===== src/rtl/vga_pkg.sv =====
// Shared timing defaults, total-length helper and the bundle types for the VGA
// raster generator.
package vga_pkg;

    localparam int DEF_H_VISIBLE  = 640;
    localparam int DEF_H_FRONT    = 16;
    localparam int DEF_H_SYNC     = 96;
    localparam int DEF_H_BACK     = 48;
    localparam int DEF_V_VISIBLE  = 480;
    localparam int DEF_V_FRONT    = 10;
    localparam int DEF_V_SYNC     = 2;
    localparam int DEF_V_BACK     = 33;
    localparam int DEF_FETCH_LEAD = 2;
    localparam int DEF_COLOR_W    = 3;
    localparam int DEF_BORDER     = 10;

    function automatic int vga_total(input int visible, input int front,
                                     input int sync, input int back);
        return visible + front + sync + back;
    endfunction

    localparam int DEF_H_TOTAL = vga_total(DEF_H_VISIBLE, DEF_H_FRONT, DEF_H_SYNC, DEF_H_BACK);
    localparam int DEF_V_TOTAL = vga_total(DEF_V_VISIBLE, DEF_V_FRONT, DEF_V_SYNC, DEF_V_BACK);

    typedef struct packed {
        logic [DEF_COLOR_W-1:0] r;
        logic [DEF_COLOR_W-1:0] g;
        logic [DEF_COLOR_W-1:0] b;
    } rgb_t;

    // Per-position decode that travels alongside the pixel fetch latency.
    typedef struct packed {
        logic hsync;
        logic vsync;
        logic blank;
        logic lower_blank;
        logic border;
        logic line_start;
        logic frame_start;
    } timing_t;

endpackage


===== src/rtl/vga_delay_line.sv =====
// Enable-gated shift register; every stage reloads RESET_VAL on reset so the
// pipeline drains idle values rather than stale decode.
module vga_delay_line #(
    parameter int               WIDTH     = 7,
    parameter int               DEPTH     = 1,
    parameter logic [WIDTH-1:0] RESET_VAL = '0
) (
    input  logic             clk,
    input  logic             reset,
    input  logic             enable,
    input  logic [WIDTH-1:0] din,
    output logic [WIDTH-1:0] dout
);

    if (DEPTH < 1) begin : g_bad_depth
        $error("vga_delay_line: DEPTH must be at least 1");
    end

    logic [WIDTH-1:0] stage [DEPTH];

    always_ff @(posedge clk) begin
        if (reset) begin
            for (int i = 0; i < DEPTH; i++) stage[i] <= RESET_VAL;
        end else if (enable) begin
            stage[0] <= din;
            for (int i = 1; i < DEPTH; i++) stage[i] <= stage[i-1];
        end
    end

    assign dout = stage[DEPTH-1];

endmodule


===== src/rtl/vga_timing_gen.sv =====
// Parametrised VGA raster generator: lookahead fetch counters, decode delayed to
// match framebuffer latency, and a registered colour/sync stage.
module vga_timing_gen
    import vga_pkg::*;
#(
    parameter int H_VISIBLE  = DEF_H_VISIBLE,
    parameter int H_FRONT    = DEF_H_FRONT,
    parameter int H_SYNC     = DEF_H_SYNC,
    parameter int H_BACK     = DEF_H_BACK,
    parameter int V_VISIBLE  = DEF_V_VISIBLE,
    parameter int V_FRONT    = DEF_V_FRONT,
    parameter int V_SYNC     = DEF_V_SYNC,
    parameter int V_BACK     = DEF_V_BACK,
    parameter bit H_SYNC_POL = 1'b0,
    parameter bit V_SYNC_POL = 1'b0,
    parameter int FETCH_LEAD = DEF_FETCH_LEAD,
    parameter int COLOR_W    = DEF_COLOR_W,
    parameter int BORDER     = DEF_BORDER
) (
    input  logic                   clk,
    input  logic                   reset,
    input  logic                   enable,
    input  logic                   border_en,
    input  logic [3*COLOR_W-1:0]   pix_in,
    output logic [10:0]            fetch_x,
    output logic [9:0]             fetch_y,
    output logic                   fetch_valid,
    output logic [COLOR_W-1:0]     red,
    output logic [COLOR_W-1:0]     green,
    output logic [COLOR_W-1:0]     blue,
    output logic                   hsync,
    output logic                   vsync,
    output logic                   blank,
    output logic                   lower_blank,
    output logic                   line_start,
    output logic                   frame_start,
    output logic [15:0]            frame_count
);

    localparam int H_TOTAL  = vga_total(H_VISIBLE, H_FRONT, H_SYNC, H_BACK);
    localparam int V_TOTAL  = vga_total(V_VISIBLE, V_FRONT, V_SYNC, V_BACK);
    localparam int HW       = $clog2(H_TOTAL);
    localparam int VW       = $clog2(V_TOTAL);
    localparam int HS_FIRST = H_VISIBLE + H_FRONT;
    localparam int HS_LAST  = HS_FIRST + H_SYNC - 1;
    localparam int VS_FIRST = V_VISIBLE + V_FRONT;
    localparam int VS_LAST  = VS_FIRST + V_SYNC - 1;

    if (FETCH_LEAD < 1) begin : g_bad_lead
        $error("vga_timing_gen: FETCH_LEAD must be at least 1");
    end
    if (2 * BORDER > H_VISIBLE) begin : g_bad_border
        $error("vga_timing_gen: border wider than half the visible line");
    end
    if (HW > 11 || VW > 10) begin : g_bad_width
        $error("vga_timing_gen: totals do not fit the 11/10-bit fetch ports");
    end

    localparam timing_t TIMING_IDLE = '{
        hsync:       !H_SYNC_POL,
        vsync:       !V_SYNC_POL,
        blank:       1'b1,
        lower_blank: 1'b0,
        border:      1'b0,
        line_start:  1'b0,
        frame_start: 1'b0
    };

    logic [HW-1:0] h;
    logic [VW-1:0] v;
    timing_t       dec;
    timing_t       dly;

    always_ff @(posedge clk) begin
        if (reset) begin
            h <= '0;
            v <= '0;
        end else if (enable) begin
            if (h == HW'(H_TOTAL - 1)) begin
                h <= '0;
                v <= (v == VW'(V_TOTAL - 1)) ? '0 : v + 1'b1;
            end else begin
                h <= h + 1'b1;
            end
        end
    end

    always_comb begin
        dec             = TIMING_IDLE;
        dec.hsync       = (h >= HW'(HS_FIRST) && h <= HW'(HS_LAST)) ? H_SYNC_POL : !H_SYNC_POL;
        dec.vsync       = (v >= VW'(VS_FIRST) && v <= VW'(VS_LAST)) ? V_SYNC_POL : !V_SYNC_POL;
        dec.blank       = (h >= HW'(H_VISIBLE)) || (v >= VW'(V_VISIBLE));
        dec.lower_blank = (v >= VW'(V_VISIBLE));
        // Only meaningful inside the visible area; blank masks the rest.
        dec.border      = (h < HW'(BORDER)) || (h >= HW'(H_VISIBLE - BORDER)) ||
                          (v < VW'(BORDER)) || (v >= VW'(V_VISIBLE - BORDER));
        dec.line_start  = (h == '0);
        dec.frame_start = (h == '0) && (v == '0);
    end

    assign fetch_x     = 11'(h);
    assign fetch_y     = 10'(v);
    assign fetch_valid = !reset && !dec.blank;

    if (FETCH_LEAD > 1) begin : g_dly
        vga_delay_line #(
            .WIDTH     ($bits(timing_t)),
            .DEPTH     (FETCH_LEAD - 1),
            .RESET_VAL (TIMING_IDLE)
        ) u_delay (
            .clk    (clk),
            .reset  (reset),
            .enable (enable),
            .din    (dec),
            .dout   (dly)
        );
    end else begin : g_no_dly
        assign dly = dec;
    end

    logic [COLOR_W-1:0] red_d, green_d, blue_d;

    always_comb begin
        red_d   = '0;
        green_d = '0;
        blue_d  = '0;
        if (!dly.blank) begin
            if (border_en && dly.border) {red_d, green_d, blue_d} = '1;
            else                         {red_d, green_d, blue_d} = pix_in;
        end
    end

    // The first frame after reset is not a completed frame, so it only arms the counter.
    logic seen_frame;

    always_ff @(posedge clk) begin
        if (reset) begin
            red         <= '0;
            green       <= '0;
            blue        <= '0;
            hsync       <= TIMING_IDLE.hsync;
            vsync       <= TIMING_IDLE.vsync;
            blank       <= 1'b1;
            lower_blank <= 1'b0;
            line_start  <= 1'b0;
            frame_start <= 1'b0;
            frame_count <= '0;
            seen_frame  <= 1'b0;
        end else if (enable) begin
            red         <= red_d;
            green       <= green_d;
            blue        <= blue_d;
            hsync       <= dly.hsync;
            vsync       <= dly.vsync;
            blank       <= dly.blank;
            lower_blank <= dly.lower_blank;
            line_start  <= dly.line_start;
            frame_start <= dly.frame_start;
            if (dly.frame_start) begin
                if (seen_frame) frame_count <= frame_count + 16'd1;
                else            seen_frame  <= 1'b1;
            end
        end
    end

endmodule

===== config.mk =====
export PLATFORM = sky130hd
export DESIGN_NAME = vga_timing_gen
export DESIGN_NICKNAME = d
export VERILOG_FILES = /design/src/rtl/vga_pkg.sv /design/src/rtl/vga_delay_line.sv /design/src/rtl/vga_timing_gen.sv
export SDC_FILE = /design/constraint.sdc
export NUM_CORES = 1
export LEC_CHECK = 0
export BUFFER_PORTS_ARGS = -buffer_cell sky130_fd_sc_hd__buf_2
export CAP_MARGIN = 0
export CORE_MARGIN = 2
export CORE_UTILIZATION = 48
export DETAILED_ROUTE_END_ITERATION = 10
export GPL_TIMING_DRIVEN = 0
export PLACE_DENSITY = 0.86
export SETUP_SLACK_MARGIN = 0.15
export SYNTH_ARGS = -nofsm -noshare
export SYNTH_HDL_FRONTEND = slang
export SYNTH_SLANG_ARGS = --single-unit

===== constraint.sdc =====
create_clock -name clk -period 1.6 [get_ports clk]
set_clock_uncertainty 0.15 [all_clocks]
set_input_delay 0.32 -clock clk [delete_from_list [all_inputs] [get_ports clk]]
set_output_delay 0.32 -clock clk [all_outputs]
set_load 0.02 [all_outputs]

**Yosys cells after proc, flatten, opt, wreduce, memory -nomap -nowiden**

Memories as Yosys holds them, arrays and structs flattened.
Cells that the tools add are included.
Widths: inputs -> output; s select.

- $add $sub $neg: 3
- Order comparisons: 10
- Equal/unequal tests: 2
- Mux-type cells: 17
- Reductions and logical operators: 17

Operator list:

| kind | count |
|---|---|
| $ge 10x10->1 const B | 3 |
| $ge 10x9->1 const B | 3 |
| $add 10x1->10 const B | 2 |
| $eq 10x10->1 const B | 2 |
| $logic_not 10->1 | 2 |
| $lt 10x4->1 const B | 2 |
| $mux 10 | 2 |
| $mux 3 | 6 |
| $add 16x1->16 const B | 1 |
| $le 10x10->1 const B | 1 |
| $le 10x9->1 const B | 1 |
| $mux 1 | 8 |
| $mux 7 | 1 |
| $reduce_or 7->1 | 1 |
| $logic_and 1x1->1 | 5 |
| $logic_or 1x1->1 | 4 |
| $reduce_and 2->1 | 2 |
| $reduce_and 3->1 | 1 |
| $logic_not 1->1 | 2 |

- Register bits: 52
- Bits in writable memories: 7
- Bits of input ports: 13
- Output and inout bits: 53
- Word-level logic and storage cells: 63
- Memories: 1

Memories:

| name | words | bits a word | rd ports | clocked after memory_dff | wr ports | RTL line | text |
|---|---|---|---|---|---|---|---|
| g_dly.u_delay.stage | 1 | 7 | 1 | 0 | 1 | vga_delay_line.sv:19 | `logic [WIDTH-1:0] stage [DEPTH];` |

**Logic depth before layout (Yosys ltp)**

Gate-level depths: netlist of run 1.

- Depth after elaboration: 5
- Depth in mapped cells: 6
- Depth with buffers taken out: 5

**Cells and area by module**

A second synthesis of run 1 with hierarchy kept.

- Cells, all modules: 318
- Area total of the unflattened synthesis: 2869.0 um^2

Modules (own cells, without submodules):

| module | instances | cells each | area each (um^2) | sequential area each (um^2) |
|---|---|---|---|---|
| vga_timing_gen | 1 | 303 | 2586.2 | 1041.0 |
| vga_delay_line | 1 | 15 | 282.8 | 210.2 |

**Worst setup path before layout of run 1**

No wires, ideal clock.

- Kind: flip-flop to flip-flop
- Start: register h[7]
- End: memory g_dly.u_delay.stage[0][4], data pin
- Setup time: 0.307 ns
- Arrival time: 2.060 ns
- Data required time: 1.143 ns
- Setup slack: -0.917 ns
- Stages on the path, launching flop included: 4
- Buffers on the path: 0
- Period minus slack after synthesis: 2.517 ns
- Cell sequence: dfxtp_1 -> or2_1 -> a2111oi_0 -> nand2_1

- Longest elaborated chain between the ends: 3

Ends and longest elaborated chain:

| element | RTL line | text |
|---|---|---|
| from (decl) | vga_timing_gen.sv:69 | `logic [HW-1:0] h;` |
| from (signal assigned) | vga_timing_gen.sv:83 | `h <= h + 1'b1;` |
| $ge 10x10->1 | vga_timing_gen.sv:92 | `dec.blank = (h >= HW'(H_VISIBLE)) \|\| (v >= VW'(V_VISIBLE));` |
| $logic_or 1x1->1 | vga_timing_gen.sv:92 |  |
| $mux 7 (no source line) | -- |  |
| to (decl) | vga_delay_line.sv:19 |  |

No other way between the ends.

**Worst setup path after layout of run 1**

- Start: register h[7]
- End: output fetch_valid

- Longest elaborated chain between the ends: 4

Ends and longest elaborated chain:

| element | RTL line | text |
|---|---|---|
| $ge 10x10->1 | vga_timing_gen.sv:92 |  |
| $logic_or 1x1->1 | vga_timing_gen.sv:92 |  |
| $logic_not 1->1 | vga_timing_gen.sv:103 | `assign fetch_valid = !reset && !dec.blank;` |
| $logic_and 1x1->1 | vga_timing_gen.sv:103 |  |
| to (decl) | vga_timing_gen.sv:27 | `output logic fetch_valid,` |

No other way between the ends.

==> flow_summary.ini, run 1 <==
[floorplan]
die_w_um = 80.89
die_y_um = 80.89
coreArea_um2 = 5816
die_area_um2 = 6543
initial_core_util_pct = 48.80
ioPinCount = 66
row_count = 28

[pwr]
p_leak_nw = 1.826
power_per_cell_area_nw_per_um2 = 684.4
irDropWorstVdd_uv = 570.6
power_w = 0.003172

[yosys]
synth_fp_nets = 333
postSynthCellCount = 314
async_flop_share_pct = 0
ys_warn_count = 0
synth_top_area_share_pct = 36.68
yosysSeqAreaShare_pct = 44.09
synth_area_um2 = 2838
yosysUniqueCellTypes = 50
synth_enable_flop_cells = 7
synth_area_leader_cell = dfxtp_1
ys.flop_type = dfxtp_1
yosys-top-cells-area = dfxtp_1 37%, edfxtp_1 7.4%, a21oi_1 5.5%, xor2_1 3.7%, nor2_1 2.9%
avgSynthCellArea_um2 = 9.037
ys_ff_latch = 59

[route]
drt_iter0_drc = 190
vias = 3199
drt_first_pass_iters = 5
wl_mm = 10.70
drcViolationCount = 0
postRouteAntennaNets = 0
post_drt_via_cell_ratio = 6.059
wl_per_cell_um = 20.26

[setup_path]
path_delay_family = compound AO/OA/AOI/OAI gates
critPathRequiredTime_ps = 1130
cpPeakStageDelay_ps = 410
cp_max_fo = 2
worstPathArrival_ps = 1600
start_kind = register
crit_buf_inv = 1
path_class = reg -> out
cp_slowest_cell = a2111oi_4
path_cells = or2_4 > a2111oi_4 > buf_4
end_kind = output port

[final_layout]
antenna_cells = 0
final.fill_count = 340
syn_to_final_growth_pct = 63.32
fin_nets = 467
regArea_um2 = 1343
drive_gt1_share_pct = 56.29
stdcell_count = 528
final_util_pct = 79.69
multi_input_area_um2 = 1853

[status]
outcome = complete, but fails checks
violations = negative setup slack

[clock_tree]
cts_buffers = 9
clock-sinks = 59
clkSlewWorstSetupHoldPaths_ps = 70
clock_latency_ps = 350
cts_root_buffer = clkbuf_8
cts_tree = built
clockBufferDepth = 2
h-tree-depth = 3

[placed_design]
dp_hpwl_mm = 5.066
gp_congestion = 0.8303
dp_cells = 453
port_buffers = 64

[sta]
fin_ws_ps = -468.7
slew-limit-headroom_pct = 58.25
slew_violations = 0
fin_crit_ps = 2069
max_freq_mhz = 483.4
worstMarginPinSlew_ps = 626.2
setup_viol = 22
finalCritPeriodShare_pct = 129.3
hold_viol = 0
rsz0062_at_grt = yes

[run]
cap_viol_max_count = 0

[global_route]
grt_pass1_wl_mm = 14.56
grt_pass1_vias = 2996
overflow = 0
grt_max_degree = 11
track_usage_pct = 29.25
antenna_found_initial = 0

[min_path]
hp-class = in -> reg
## report_power, final
part           switching [W]  internal [W]
Combinational       0.000164      0.000113
Clock               0.000625      0.000742
Sequential         0.0000240       0.00150
Total               0.000814       0.00236
## what timing repair did
action	CTS	global route
resized for setup	61	72
setup endpoints to repair	29	67
pin swaps	32	22
hold buffers	0	0
buffers inserted	45	14
## cells by family (layout without fill, tap and decap cells)
family,after synthesis,count (layout),synth area share [%]
mux,6,6,2.116
simple gates,127,127,26.72
compound gates,70,70,15.21
buf+inv,30,169,4.453
flops,59,59,44.09
fa+ha+maj,6,6,2.645
other cells,1,1,0.1321
xor+xnor,15,15,4.630
## metrics by stage
| stage | setup TNS (ps) | cell area, µm² | setup slack (ps) | hold slack [ps] |
|---|---|---|---|---|
| 6_report | -3546 | 4634 | -468.7 | 158.9 |
| 5_1_grt | -4075 | 4634 | -468.3 | 180.5 |
| 4_1_cts | -1812 | 4283 | -414.1 | 162.3 |
| 3_5_place_dp | -7663 | 3502 | -300.3 | 296.0 |
| 3_3_place_gp | -6284 | 3502 | -292.6 | 286.5 |
| 2_1_floorplan | -400.8 | 3088 | -136.4 | 282.6 |
## sequential cells by signal, indices dropped and copies added (netlist names)
register,count
lower_blank,1
frame_count,16
blank,1
red,3
fetch_y,10
hsync,1
h,10
seen_frame,1
blue,3
green,3
line_start,1
g_dly.u_delay.stage,7
vsync,1
frame_start,1
## cell usage in the layout (no fill, tap or decap), types with 9 or more instances in the layout
cell      instances
buf_2            52
buf_6            39
buf_4            38
nor2_1           21
dfxtp_1          21
dfxtp_4          21
a21oi_1          17
clkbuf_8         14
a21oi_2          14
nand4_1          13
xor2_1           12
dfxtp_2          10
nand2b_1          9
o211ai_1          9
## tightest hold or removal path, cell delays in order
cell,delay (ps)
buf_2,80
o211ai_1,80
a21oi_1,140
## layer usage
layer | part of all wire (%) | GRT usage (%)
met2 | 52 | 50.91
met1 | 37 | 32.57
met4 | 4.6 | 17.12
met5 | 0 | 0
met3 | 7.1 | 6.667
## synth_stat cells (all sizes together), types with 2 or more instances
cell and n:
dfxtp 52, nand3 12, nand2b 9, ha 6, nand2 14, or3 8, a41oi 2, mux2i 6
a21oi 31, inv 8, nand4 13, or4 6, clkbuf 13, or4b 2, buf 8, and4 6
or2 3, edfxtp 7, and3 6, xnor2 3, nor2b 5, xor2 12, o21ai 11, o31ai 6
nor3 4, and2 8, nor4 3, a211o 3, nand4b 3, o211ai 9, nor2 22
## final timing paths
path | start | cells past startpoint | slack [ps] | endpoint
max | h[7]$_SDFFE_PP0P_ | 3 | -470 | fetch_valid
min reg2reg | g_dly.u_delay.stage[0][6]$_SDFFCE_PN1P_ | 1 | 320 | hsync$_SDFFE_PP1P_
max reg2reg | g_dly.u_delay.stage[0][0]$_SDFFCE_PN0P_ | 6 | -260 | frame_count[15]$_SDFFE_PP0P_
min | pix_in[2] | 3 | 160 | blue[2]$_SDFFE_PP0P_
## layout make-up
class / instances / area share, %
multi-input cells: 225 / 39.98
flip-flops and latches: 59 / 28.97
repair buffers: 123 / 20.36
clock buffers: 15 / 4.050
plain buffers: 21 / 3.699
well taps: 75 / 2.025
inverters: 9 / 0.8099
clock inverters: 1 / 0.1080
Note: power is estimated with default switching activity, not from simulation.
==> run 2, diff against run 1 <==
--- a/config.mk
+++ b/config.mk
@@ -13,6 +13,7 @@
 export GPL_TIMING_DRIVEN = 0
 export PLACE_DENSITY = 0.86
 export SETUP_SLACK_MARGIN = 0.15
+export SKIP_LAST_GASP = 1
 export SYNTH_ARGS = -nofsm -noshare
 export SYNTH_HDL_FRONTEND = slang
 export SYNTH_SLANG_ARGS = --single-unit
==> run 2 against run 1 <==
Effect of this change:
- fmax rose by 2.7%
- critical endpoint unchanged
- sequential share of layout area up 0.16 points
- critical path type unchanged
- the run still ends with negative setup slack left
- wire length fell by 0.68%
- worst hold slack better by 2.1 ps
==> flow_summary.ini, run 2 (synthesis results as in run 1) <==
[floorplan]
die_area_um2 = 6543
row_count = 28
coreArea_um2 = 5816
die_w_um = 80.89
ioPinCount = 66
initial_core_util_pct = 48.80
die_y_um = 80.89

[setup_path]
start_kind = register
end_kind = output port
cp_slowest_cell = a2111oi_4
path_class = reg -> out
cpPeakStageDelay_ps = 370
cp_max_fo = 2
path_delay_family = compound AO/OA/AOI/OAI gates
critPathRequiredTime_ps = 1130
worstPathArrival_ps = 1540
crit_buf_inv = 1
path_cells = or2_4 > a2111oi_4 > buf_4

[pwr]
irDropWorstVdd_uv = 471.1
p_leak_nw = 1.817
power_per_cell_area_nw_per_um2 = 692.8

[final_layout]
fin_nets = 466
syn_to_final_growth_pct = 61.51
final_common_cell = buf_2
drive_gt1_share_pct = 55.75
final_cell_mix = 53 x buf_2, 38 x buf_4, 36 x buf_6
largest_register = frame_count
largest_reg_flops = 16
antenna_cells = 0

[clock_tree]
cts_tree = built
cts_root_buffer = clkbuf_8
clock_latency_ps = 350
cts_hold_buf = 0
cts_buffers = 9
clock-sinks = 59
h-tree-depth = 3
clkSlewWorstSetupHoldPaths_ps = 60
clockBufferDepth = 2

[global_route]
track_usage_pct = 29.33
overflow = 0
grt_max_degree = 11
grt_pass1_vias = 3012
grt_pass1_wl_mm = 14.64
antenna_found_initial = 0

[route]
postRouteAntennaNets = 0
drt_first_pass_iters = 5
post_drt_via_cell_ratio = 6.112
wl_per_cell_um = 20.16
vias = 3221
drt_iter0_drc = 170
wl_mm = 10.62
drcViolationCount = 0

[sta]
hold_viol = 0
max_freq_mhz = 496.3
fin_crit_ps = 2015
hold_ws_ps = 160.9
finalCritPeriodShare_pct = 125.9
slew_violations = 0
rsz0062_at_grt = yes
fin_ws_ps = -414.7
setup_viol = 27
worstMarginPinSlew_ps = 597.4
slew-limit-headroom_pct = 60.17

[min_path]
hp-class = in -> reg

[run]
cap_viol_max_count = 0

[status]
outcome = complete, but fails checks
violations = negative setup slack

[placed_design]
dp_hpwl_mm = 5.066
gp_congestion = 0.8303
post-place-ws_ps = -300.3
port_buffers = 64
-- run 2: cell count changes in the layout (fill, tap and decap cells not counted), moves of 2 or more --
cell,delta
buf_6,-3
dfxtp_2,+3
dfxtp_4,-3
nand2_2,+2
nand2_4,-2
-- run 2: through the flow --
step | instance area (µm²) | cells | total power, W | utilization (%) | TNS [ps]
CTS | 4228 | 514 | 0.003109 | 72.70 | -1822
global route | 4583 | 527 | 0.003249 | 78.81 | -5620
global placement | 3502 | 453 | 0.001782 | 60.22 | -6284
finish | 4583 | 527 | 0.003175 | 78.81 | -4389
detailed placement | 3502 | 453 | 0.001790 | 60.22 | -7663
floorplan | 3088 | 314 | 0.001710 | - | -400.8
-- run 2: final timing paths --
kind | start | to | slack [ps] | depth (start not counted)
worst min-delay path | pix_in[2] | blue[2]$_SDFFE_PP0P_ | 160 | 3
worst max register to register | h[8]$_SDFFE_PP0P_ | g_dly.u_delay.stage[0][0]$_SDFFCE_PN0P_ | -260 | 7
worst max-delay path | h[8]$_SDFFE_PP0P_ | fetch_valid | -410 | 3
worst min register to register | blue[2]$_SDFFE_PP0P_ | blue[2]$_SDFFE_PP0P_ | 320 | 2
-- run 2: what timing repair did --
item,in CTS,in global routing
buffers inserted,45,13
pin swaps,30,28
endpoints found under the setup margin,29,72
gates resized for setup,43,76
-- run 2: final cells by class --
| class | instances | area (µm²) |
|---|---|---|
| plain buffers | 21 | 170.2 |
| inverters | 9 | 33.78 |
| multi-input cells | 225 | 1846 |
| fillers | 334 | 1232 |
| repair buffers | 122 | 912.1 |
| well taps | 75 | 93.84 |
| clock buffers | 15 | 187.7 |
| clock inverters | 1 | 5.005 |
| flip-flops and latches | 59 | 1335 |
-- run 2: worst register-to-register path, stage by stage, from the launching register on --
cell and delay (ps):
dfxtp_4 360, or2_4 270, buf_4 140, buf_4 130
buf_6 120, nor4_4 170, and4_1 240, and4_1 160
-- run 2: report_power, final --
group	switching [W]	internal [W]
sequential	0.0000226	0.00151
combinational	0.000164	0.000117
clock	0.000622	0.000742
total	0.000809	0.00237
-- run 2: routing by layer --
layer / global-route usage [%] / up-vias / share of wire, %
met4: 14.92 / 0 / 5.3
met1: 32.87 / 1541 / 37
met2: 51.65 / 195 / 51
met3: 7.000 / 66 / 6.8
li1: - / 1419 / -
met5: 0 / - / 0
==> run 3, diff against run 2 <==
--- a/config.mk
+++ b/config.mk
@@ -8,10 +8,10 @@
 export BUFFER_PORTS_ARGS = -buffer_cell sky130_fd_sc_hd__buf_2
 export CAP_MARGIN = 0
 export CORE_MARGIN = 2
-export CORE_UTILIZATION = 48
+export CORE_UTILIZATION = 58
 export DETAILED_ROUTE_END_ITERATION = 10
 export GPL_TIMING_DRIVEN = 0
-export PLACE_DENSITY = 0.86
+export PLACE_DENSITY = 0.95
 export SETUP_SLACK_MARGIN = 0.15
 export SKIP_LAST_GASP = 1
 export SYNTH_ARGS = -nofsm -noshare
==> constraint.sdc (replaced) <==
create_clock -name clk -period 2.5 [get_ports clk]
set_clock_uncertainty 0.15 [all_clocks]
set_input_delay 0.5 -clock clk [delete_from_list [all_inputs] [get_ports clk]]
set_output_delay 0.5 -clock clk [all_outputs]
set_load 0.02 [all_outputs]
==> run 3 against run 2 <==
Effect of this change:
- the run now ends clean
- critical path depth is the same
- global-route usage down 4.3 points
- clock power fell by 46%
- register-to-register slack improved by 640 ps
- total power is 41% lower
==> flow_summary.ini, run 3 (synthesis results as in run 1) <==
[sta]
setup_viol = 0
slew_violations = 0
worstMarginPinSlew_ps = 582.9
fin_ws_ps = 231.5
hold_viol = 0
slew-limit-headroom_pct = 61.14
finalCritPeriodShare_pct = 90.74
max_freq_mhz = 440.8
rsz0062_at_grt = no
final.setup.tns_ps = 0
fin_crit_ps = 2269

[final_layout]
antenna_cells = 0
syn_to_final_growth_pct = 20.94
final_common_cell = buf_2
final_cell_mix = 67 x buf_2, 52 x dfxtp_1, 31 x a21oi_1
final.fill_count = 330
drive_gt1_share_pct = 23.10
largest_reg_flops = 16
fin_nets = 408
final_util_pct = 72.66
largest_register = frame_count
stdcell_count = 461

[clock_tree]
cts_hold_buf = 0
cts_setup_buffers = 0
cts_tree = built
h-tree-depth = 3
clockBufferDepth = 2
cts_buffers = 9
cts_root_buffer = clkbuf_8
clkSlewWorstSetupHoldPaths_ps = 60
clock-sinks = 59
clock_latency_ps = 340

[route]
wl_mm = 6.631
drt_first_pass_iters = 5
post_drt_via_cell_ratio = 5.742
postRouteAntennaNets = 0
wl_per_cell_um = 14.38
drcViolationCount = 0
vias = 2647
drt_iter0_drc = 158

[placed_design]
port_buffers = 64
dp_cells = 445
post-place-ws_ps = 142.1
dp_hpwl_mm = 4.622
gp_congestion = 0.8392

[setup_path]
path_delay_family = flip-flops
crit_buf_inv = 1
critPathRequiredTime_ps = 1850
cp_slowest_cell = dfxtp_1
cp_max_fo = 7
end_kind = output port
path_cells = or2_4 > a2111oi_4 > buf_4
cpPeakStageDelay_ps = 390
path_class = reg -> out
worstPathArrival_ps = 1620
start_kind = register

[global_route]
grt_max_degree = 11
antenna_found_initial = 0
track_usage_pct = 25.04
grt_pass1_wl_mm = 10.53
overflow = 0
grt_pass1_vias = 2316

[floorplan]
die_w_um = 73.95
coreArea_um2 = 4723
die_y_um = 73.95
die_area_um2 = 5468
row_count = 25
initial_core_util_pct = 60.08
ioPinCount = 66

[pwr]
irDropWorstVdd_uv = 270.9
power_per_cell_area_nw_per_um2 = 542.6
power_w = 0.001862
p_leak_nw = 1.380

[min_path]
hp-class = reg -> reg

[run]
cap_viol_max_count = 0

[status]
outcome = completed
[run 3: power breakdown]
group | leakage (nW) | switching (W) | internal, W | total [W]
Sequential | 0.493 | 0.0000145 | 0.000983 | 0.000998
Combinational | 0.802 | 0.0000835 | 0.0000493 | 0.000133
Clock | 0.0848 | 0.000351 | 0.000381 | 0.000732
Total | 1.38 | 0.000449 | 0.00141 | 0.00186
[run 3: metal layers]
layer	part of all wire, %	up-vias	wire (µm)	track usage (%)
met1	44	1224	2920	33.45
met2	46	109	3060	37.70
met3	7.6	16	502	6.504
met5	0	-	0	0
li1	-	1298	-	-
met4	2.2	0	147	12.53
[run 3: path summary, 6_finish.rpt]
path / from / endpoint / slack (ps) / depth (start not counted)
min reg2reg: g_dly.u_delay.stage[0][5]$_SDFFCE_PN1P_ / vsync$_SDFFE_PP1P_ / 310 / 1
max: h[7]$_SDFFE_PP0P_ / fetch_valid / 230 / 3
max reg2reg: h[0]$_SDFFE_PP0P_ / fetch_y[2]$_SDFFE_PP0P_ / 380 / 6
min: g_dly.u_delay.stage[0][5]$_SDFFCE_PN1P_ / vsync$_SDFFE_PP1P_ / 310 / 1
[run 3: stage by stage]
stage / cell area, µm² / hold WS, ps
finish: 3432 / 309.3
global route: 3432 / 320.7
CTS: 3426 / 317.1
detailed placement: 3243 / 298.1
global placement: 3243 / 284.5
floorplan: 2839 / 279.1
[run 3: final cells by class]
class / instances / area (µm²) / area share (%)
Clock buffer: 13 / 148.9 / 4.338
Clock inverter: 3 / 13.76 / 0.4010
Multi-Input combinational cell: 225 / 1485 / 43.27
Sequential cell: 59 / 1251 / 36.46
Buffer: 21 / 92.59 / 2.698
Inverter: 9 / 33.78 / 0.9843
Timing Repair Buffer: 64 / 322.8 / 9.406
Tap cell: 67 / 83.83 / 2.443
[run 3: timing repair]
action,in CTS,in global routing
pin swaps,0,0
gates resized for setup,3,2
endpoints found under the hold margin,0,0
setup endpoints to repair,1,8
